### src/rtl/stopwatch_bcd.sv
// MM:SS stopwatch with BCD digits. Slow clock and buttons are sampled as data in the iclk domain.
// Optional lap/freeze display is enabled by defining STOPWATCH_LAP_EN.
module stopwatch_bcd #(
    parameter int TICKS_PER_COUNT = 4
) (
    input  logic       iclk,
    input  logic       irst_n,
    input  logic       islowclk,
    input  logic       istartstop,
    input  logic       iclear,
`ifdef STOPWATCH_LAP_EN
    input  logic       ilap,
`endif
    output logic [3:0] osec0,
    output logic [3:0] osec1,
    output logic [3:0] omin0,
    output logic [3:0] omin1,
    output logic       orunning,
    output logic       otick,
    output logic       owrap
);

    localparam int PW = (TICKS_PER_COUNT > 1) ? $clog2(TICKS_PER_COUNT) : 1;
    localparam logic [PW-1:0] PRESC_MAX = PW'(TICKS_PER_COUNT - 1);

    typedef enum logic [1:0] {
        IDLE  = 2'd0,
        RUN   = 2'd1,
        PAUSE = 2'd2
    } state_e;

    typedef struct packed {
        logic [3:0] min1;
        logic [3:0] min0;
        logic [3:0] sec1;
        logic [3:0] sec0;
    } digits_t;

    // Each pipe is {history, sync2, sync1}; a rise is sync2 high while history still low.
    logic [2:0] slow_pipe_q, slow_pipe_d;
    logic [2:0] ss_pipe_q, ss_pipe_d;
    logic [2:0] clr_pipe_q, clr_pipe_d;
    logic       tick_pulse, ss_pulse, clr_pulse;

    state_e      state_q, state_d;
    logic [PW-1:0] presc_q, presc_d;
    digits_t     digits_q, digits_d;
    digits_t     display;
    logic        otick_q, otick_d;
    logic        owrap_q, owrap_d;
    logic        orunning_q, orunning_d;

    always_comb begin
        slow_pipe_d = {slow_pipe_q[1:0], islowclk};
        ss_pipe_d   = {ss_pipe_q[1:0], istartstop};
        clr_pipe_d  = {clr_pipe_q[1:0], iclear};
    end

    assign tick_pulse = slow_pipe_q[1] & ~slow_pipe_q[2];
    assign ss_pulse   = ss_pipe_q[1] & ~ss_pipe_q[2];
    assign clr_pulse  = clr_pipe_q[1] & ~clr_pipe_q[2];

    // NOTE: button pipes reset to all-ones so a button held through reset release is not seen as a press.
    always_ff @(posedge iclk or negedge irst_n) begin
        if (!irst_n) begin
            slow_pipe_q <= 3'b000;
            ss_pipe_q   <= 3'b111;
            clr_pipe_q  <= 3'b111;
        end else begin
            slow_pipe_q <= slow_pipe_d;
            ss_pipe_q   <= ss_pipe_d;
            clr_pipe_q  <= clr_pipe_d;
        end
    end

    // NOTE: every signal driven here gets a default first, so no path can infer a latch.
    always_comb begin
        state_d  = state_q;
        presc_d  = presc_q;
        digits_d = digits_q;
        owrap_d  = 1'b0;

        if (clr_pulse) begin
            state_d = IDLE;
        end else if (ss_pulse) begin
            case (state_q)
                IDLE:    state_d = RUN;
                RUN:     state_d = PAUSE;
                PAUSE:   state_d = RUN;
                default: state_d = IDLE;
            endcase
        end

        // Counting is judged against the current state, so a stop press still counts its tick.
        if (!clr_pulse && (state_q == RUN) && tick_pulse) begin
            if (presc_q == PRESC_MAX) begin
                presc_d = '0;
                if (digits_q.sec0 == 4'd9) begin
                    digits_d.sec0 = 4'd0;
                    if (digits_q.sec1 == 4'd5) begin
                        digits_d.sec1 = 4'd0;
                        if (digits_q.min0 == 4'd9) begin
                            digits_d.min0 = 4'd0;
                            if (digits_q.min1 == 4'd5) begin
                                digits_d.min1 = 4'd0;
                                owrap_d       = 1'b1;
                            end else begin
                                digits_d.min1 = digits_q.min1 + 4'd1;
                            end
                        end else begin
                            digits_d.min0 = digits_q.min0 + 4'd1;
                        end
                    end else begin
                        digits_d.sec1 = digits_q.sec1 + 4'd1;
                    end
                end else begin
                    digits_d.sec0 = digits_q.sec0 + 4'd1;
                end
            end else begin
                presc_d = presc_q + PW'(1);
            end
        end

        if (state_d == IDLE) begin
            digits_d = '0;
            presc_d  = '0;
        end

        otick_d    = tick_pulse;
        orunning_d = (state_d == RUN);
    end

    // NOTE: sequential state uses non-blocking assignments only, so all flops see pre-edge values.
    always_ff @(posedge iclk or negedge irst_n) begin
        if (!irst_n) begin
            state_q    <= IDLE;
            presc_q    <= '0;
            digits_q   <= '0;
            otick_q    <= 1'b0;
            owrap_q    <= 1'b0;
            orunning_q <= 1'b0;
        end else begin
            state_q    <= state_d;
            presc_q    <= presc_d;
            digits_q   <= digits_d;
            otick_q    <= otick_d;
            owrap_q    <= owrap_d;
            orunning_q <= orunning_d;
        end
    end

`ifdef STOPWATCH_LAP_EN
    logic [2:0] lap_pipe_q, lap_pipe_d;
    logic       lap_pulse;
    logic       frozen_q, frozen_d;
    digits_t    lap_digits_q, lap_digits_d;

    assign lap_pipe_d = {lap_pipe_q[1:0], ilap};
    assign lap_pulse  = lap_pipe_q[1] & ~lap_pipe_q[2];

    // A lap press in RUN toggles the freeze; entering IDLE always releases it.
    always_comb begin
        frozen_d     = frozen_q;
        lap_digits_d = lap_digits_q;
        if (state_d == IDLE) begin
            frozen_d = 1'b0;
        end else if ((state_q == RUN) && lap_pulse) begin
            frozen_d = ~frozen_q;
            if (!frozen_q) begin
                lap_digits_d = digits_q;
            end
        end
    end

    always_ff @(posedge iclk or negedge irst_n) begin
        if (!irst_n) begin
            lap_pipe_q   <= 3'b111;
            frozen_q     <= 1'b0;
            lap_digits_q <= '0;
        end else begin
            lap_pipe_q   <= lap_pipe_d;
            frozen_q     <= frozen_d;
            lap_digits_q <= lap_digits_d;
        end
    end

    assign display = frozen_q ? lap_digits_q : digits_q;
`else
    assign display = digits_q;
`endif

    assign osec0    = display.sec0;
    assign osec1    = display.sec1;
    assign omin0    = display.min0;
    assign omin1    = display.min1;
    assign otick    = otick_q;
    assign owrap    = owrap_q;
    assign orunning = orunning_q;

endmodule

### config.mk
export PLATFORM = sky130hd
export DESIGN_NAME = stopwatch_bcd
export DESIGN_NICKNAME = d
export VERILOG_FILES = /design/src/rtl/stopwatch_bcd.sv
export SDC_FILE = /design/constraint.sdc
export NUM_CORES = 1
export LEC_CHECK = 0
export CAP_MARGIN = 20
export CORE_UTILIZATION = 57
export CTS_CLUSTER_DIAMETER = 50
export DETAILED_ROUTE_END_ITERATION = 12
export PLACE_DENSITY = 0.84
export SYNTH_ARGS = -nofsm -noshare
export SYNTH_HDL_FRONTEND = slang
export SYNTH_SLANG_ARGS = --single-unit
### constraint.sdc
create_clock -name iclk -period 3.15 [get_ports iclk]
set_clock_uncertainty 0.15 [all_clocks]
set_input_delay 0.315 -clock iclk [delete_from_list [all_inputs] [get_ports iclk]]
set_output_delay 0.315 -clock iclk [all_outputs]
set_load 0.02 [all_outputs]
==> qor.yml <==
syn-mean-instance-area_sq_um: 10.88
critPathBufInv: 0
cp_slowest_cell: "or4_1"
fin_crit_sh_pct: 74.09
drv_slew: 0
drive_above_1_share_pct: 13.95
io_pins: 24
crit_path_end_kind: "register"
n_antenna_cell: 0
design_area_sq_mm: 0.001887
slew_headroom_pct: 31.29
post-place-cells: 194
synth_top_area_share_pct: 41.53
die_area_sq_mm: 0.002962
hold_class: "primary input to asynchronous set/reset pin"
clock_path_buffers: 2
maxCapViolCount: 0
cts_max_level: 2
placed_area_sq_mm: 0.001826
ir_worst_vdd_mv: 0.5302
path_clk_slew_ns: 0.11
ys.flop_type: "dfrtp_1"
synth_cell_types: 39
synthArstFlopShare_pct: 100.0
die_h_um: 54.43
path_delay_family: "simple AND/OR/NAND/NOR gates"
place.gp.congestion: 0.7475
syn_inst: 144
timing.final.ws_setup_ns: 0.8161
start_util_pct: 61.55
routed_wl_um: 3040
fin_crit_ns: 2.334
cts_tree: "built"
worst_path_largest_cell_delay_ns: 0.62
hold_viol_final: 0
drt-pass1-iter-count: 4
die_w_um: 54.43
final_cell_mix: "dfrtp_1, clkdlybuf4s50_1, nand3_1, a21oi_1"
clock_sinks: 32
vias: 1209
synth_edf_count: 0
ys_ff_latch: 32
worst_slew_pin_slew_ns: 1.026
insertion_delay_ns: 0.35
start_kind: "register"
synth.yosys.warnings: 0
cts-root-buf: "clkbuf_4"
fin_setup_tns_ns: 0
portBuffers: 23
grt_pass1_wl_um: 5009
area_growth_pct: 20.45
path_class: "register to register"
p_leak_nw: 0.7824
cts_made_buffers: 5
arrival_ns: 2.45
grt_pass1_vias: 1145
post-place-ws_ns: 0.8346
cts_setup_buffers: 0
finalNonFillerCells: 202
rsz0062_at_grt: "no"
fp.coreArea_sq_mm: 0.002545
place_hpwl_um: 2145
drt-initial-drc-count: 34
synth.area.top_cells: "dfrtp_1, dfstp_2, ha_1"
antenna_found_initial: 0
grt_max_degree: 33
status: "finished, final reports clean"
layout_commonest_cell: "dfrtp_1"
setup_viol: 0
ant_nets: 0
syn_area_sq_mm: 0.001567
finalNetCount: 185
nFillCells: 182
rows: 18
drc: 0
crit_required_ns: 3.26
yosysSeqAreaShare_pct: 51.60
syn_nets: 158
postCtsHoldBufs: 0
cp_max_fo: 14
fmax_mhz: 428.5
post_drt_via_cell_ratio: 5.985
p_per_area_mw_per_mm2: 472.4
cts_resized: 0
wl_per_cell_um: 15.05
overflow: 0
grt_use_total_pct: 24.66
yosysTopAreaCell: "dfrtp_1"
crit_chain: "nand2b_1, o211ai_1, or4_1, o221ai_1"
==> path summary, 6_finish.rpt <==
check / cells after the start / slack [ns] / to / from
setup reg to reg: 4 / 0.82 / omin1[3] / clr_pipe_q[2]
hold reg to reg: 0 / 0.21 / ss_pipe_q[1] / ss_pipe_q[0]
max in group asynchronous: 2 / 2.30 / ss_pipe_q[2] / irst_n
min in group iclk: 0 / 0.21 / ss_pipe_q[1] / ss_pipe_q[0]
hold / removal: 2 / 0.20 / omin0[3] / irst_n
setup / recovery: 4 / 0.82 / omin1[3] / clr_pipe_q[2]
==> routing by layer <==
metal  up-vias  GRT usage, %  share of wire (%)  routed length (um)
met1       594         30.44                 46                1384
met4         0         11.11                1.4                  44
met3         5         7.500                5.3                 162
li1        578             -                  -                   -
met2        32         39.43                 48                1449
met5         -             0                  0                   0
==> stage by stage <==
step                utilization, %  power (W)  hold slack [ns]
finish                       74.14  0.0008913           0.2043
global route                 74.14  0.0009426           0.2005
CTS                          74.14  0.0008968           0.2093
detailed placement           71.73  0.0006551           0.1926
global placement             71.73  0.0006443           0.1820
floorplan                        -  0.0005820          -0.1306
==> cells by family (layout without fill, tap and decap cells) <==
family / count (synthesis) / count (layout) / share of synthesized area, %
adders and majority gates: 9 / 9 / 7.189
buffers and inverters: 13 / 41 / 3.194
AOI/OAI and AO/OA: 27 / 27 / 11.98
muxes: 3 / 3 / 2.077
DFF: 32 / 32 / 51.60
xor gates and xnor gates: 1 / 1 / 0.5592
and+or+nand+nor: 59 / 59 / 23.40
==> where the power goes <==
group          switching, W  internal [W]
Sequential        0.0000292      0.000441
Clock              0.000155     0.0000876
Combinational     0.0000967     0.0000815
Total              0.000281      0.000610
==> cell usage after synthesis, types with 3 or more instances <==
cell,instances
o211ai_1,3
or3_1,4
o21ai_0,5
or4_1,5
nor2_1,5
nor2b_1,6
ha_1,9
clkbuf_1,3
a21oi_1,10
nand3_1,10
nor3_1,4
inv_1,9
or2_2,4
nand2_1,7
dfstp_2,6
dfrtp_1,26
==> sequential cells by signal (all words and copies together), names as in the netlist, 2 cells and up <==
register,count
osec1,4
presc_q,2
omin1,4
omin0,4
ss_pipe_q,3
osec0,4
state_q,2
slow_pipe_q,3
clr_pipe_q,3
==> cell type report <==
cell class	instances	area (sq um)	area share [%]
Clock buffer	5	37.54	1.989
Clock inverter	3	23.77	1.260
Inverter	9	33.78	1.790
Multi-Input combinational cell	99	708.2	37.53
Sequential cell	32	808.3	42.84
Tap cell	30	37.54	1.989
Timing Repair Buffer	24	237.7	12.60
==> worst register-to-register path: cells and delay by family (launching register included) <==
family,cells,cell delay (ns)
compound gates,2,0.65
simple gates,2,0.92
flops,1,0.54
(Power assumes the default switching activity.)
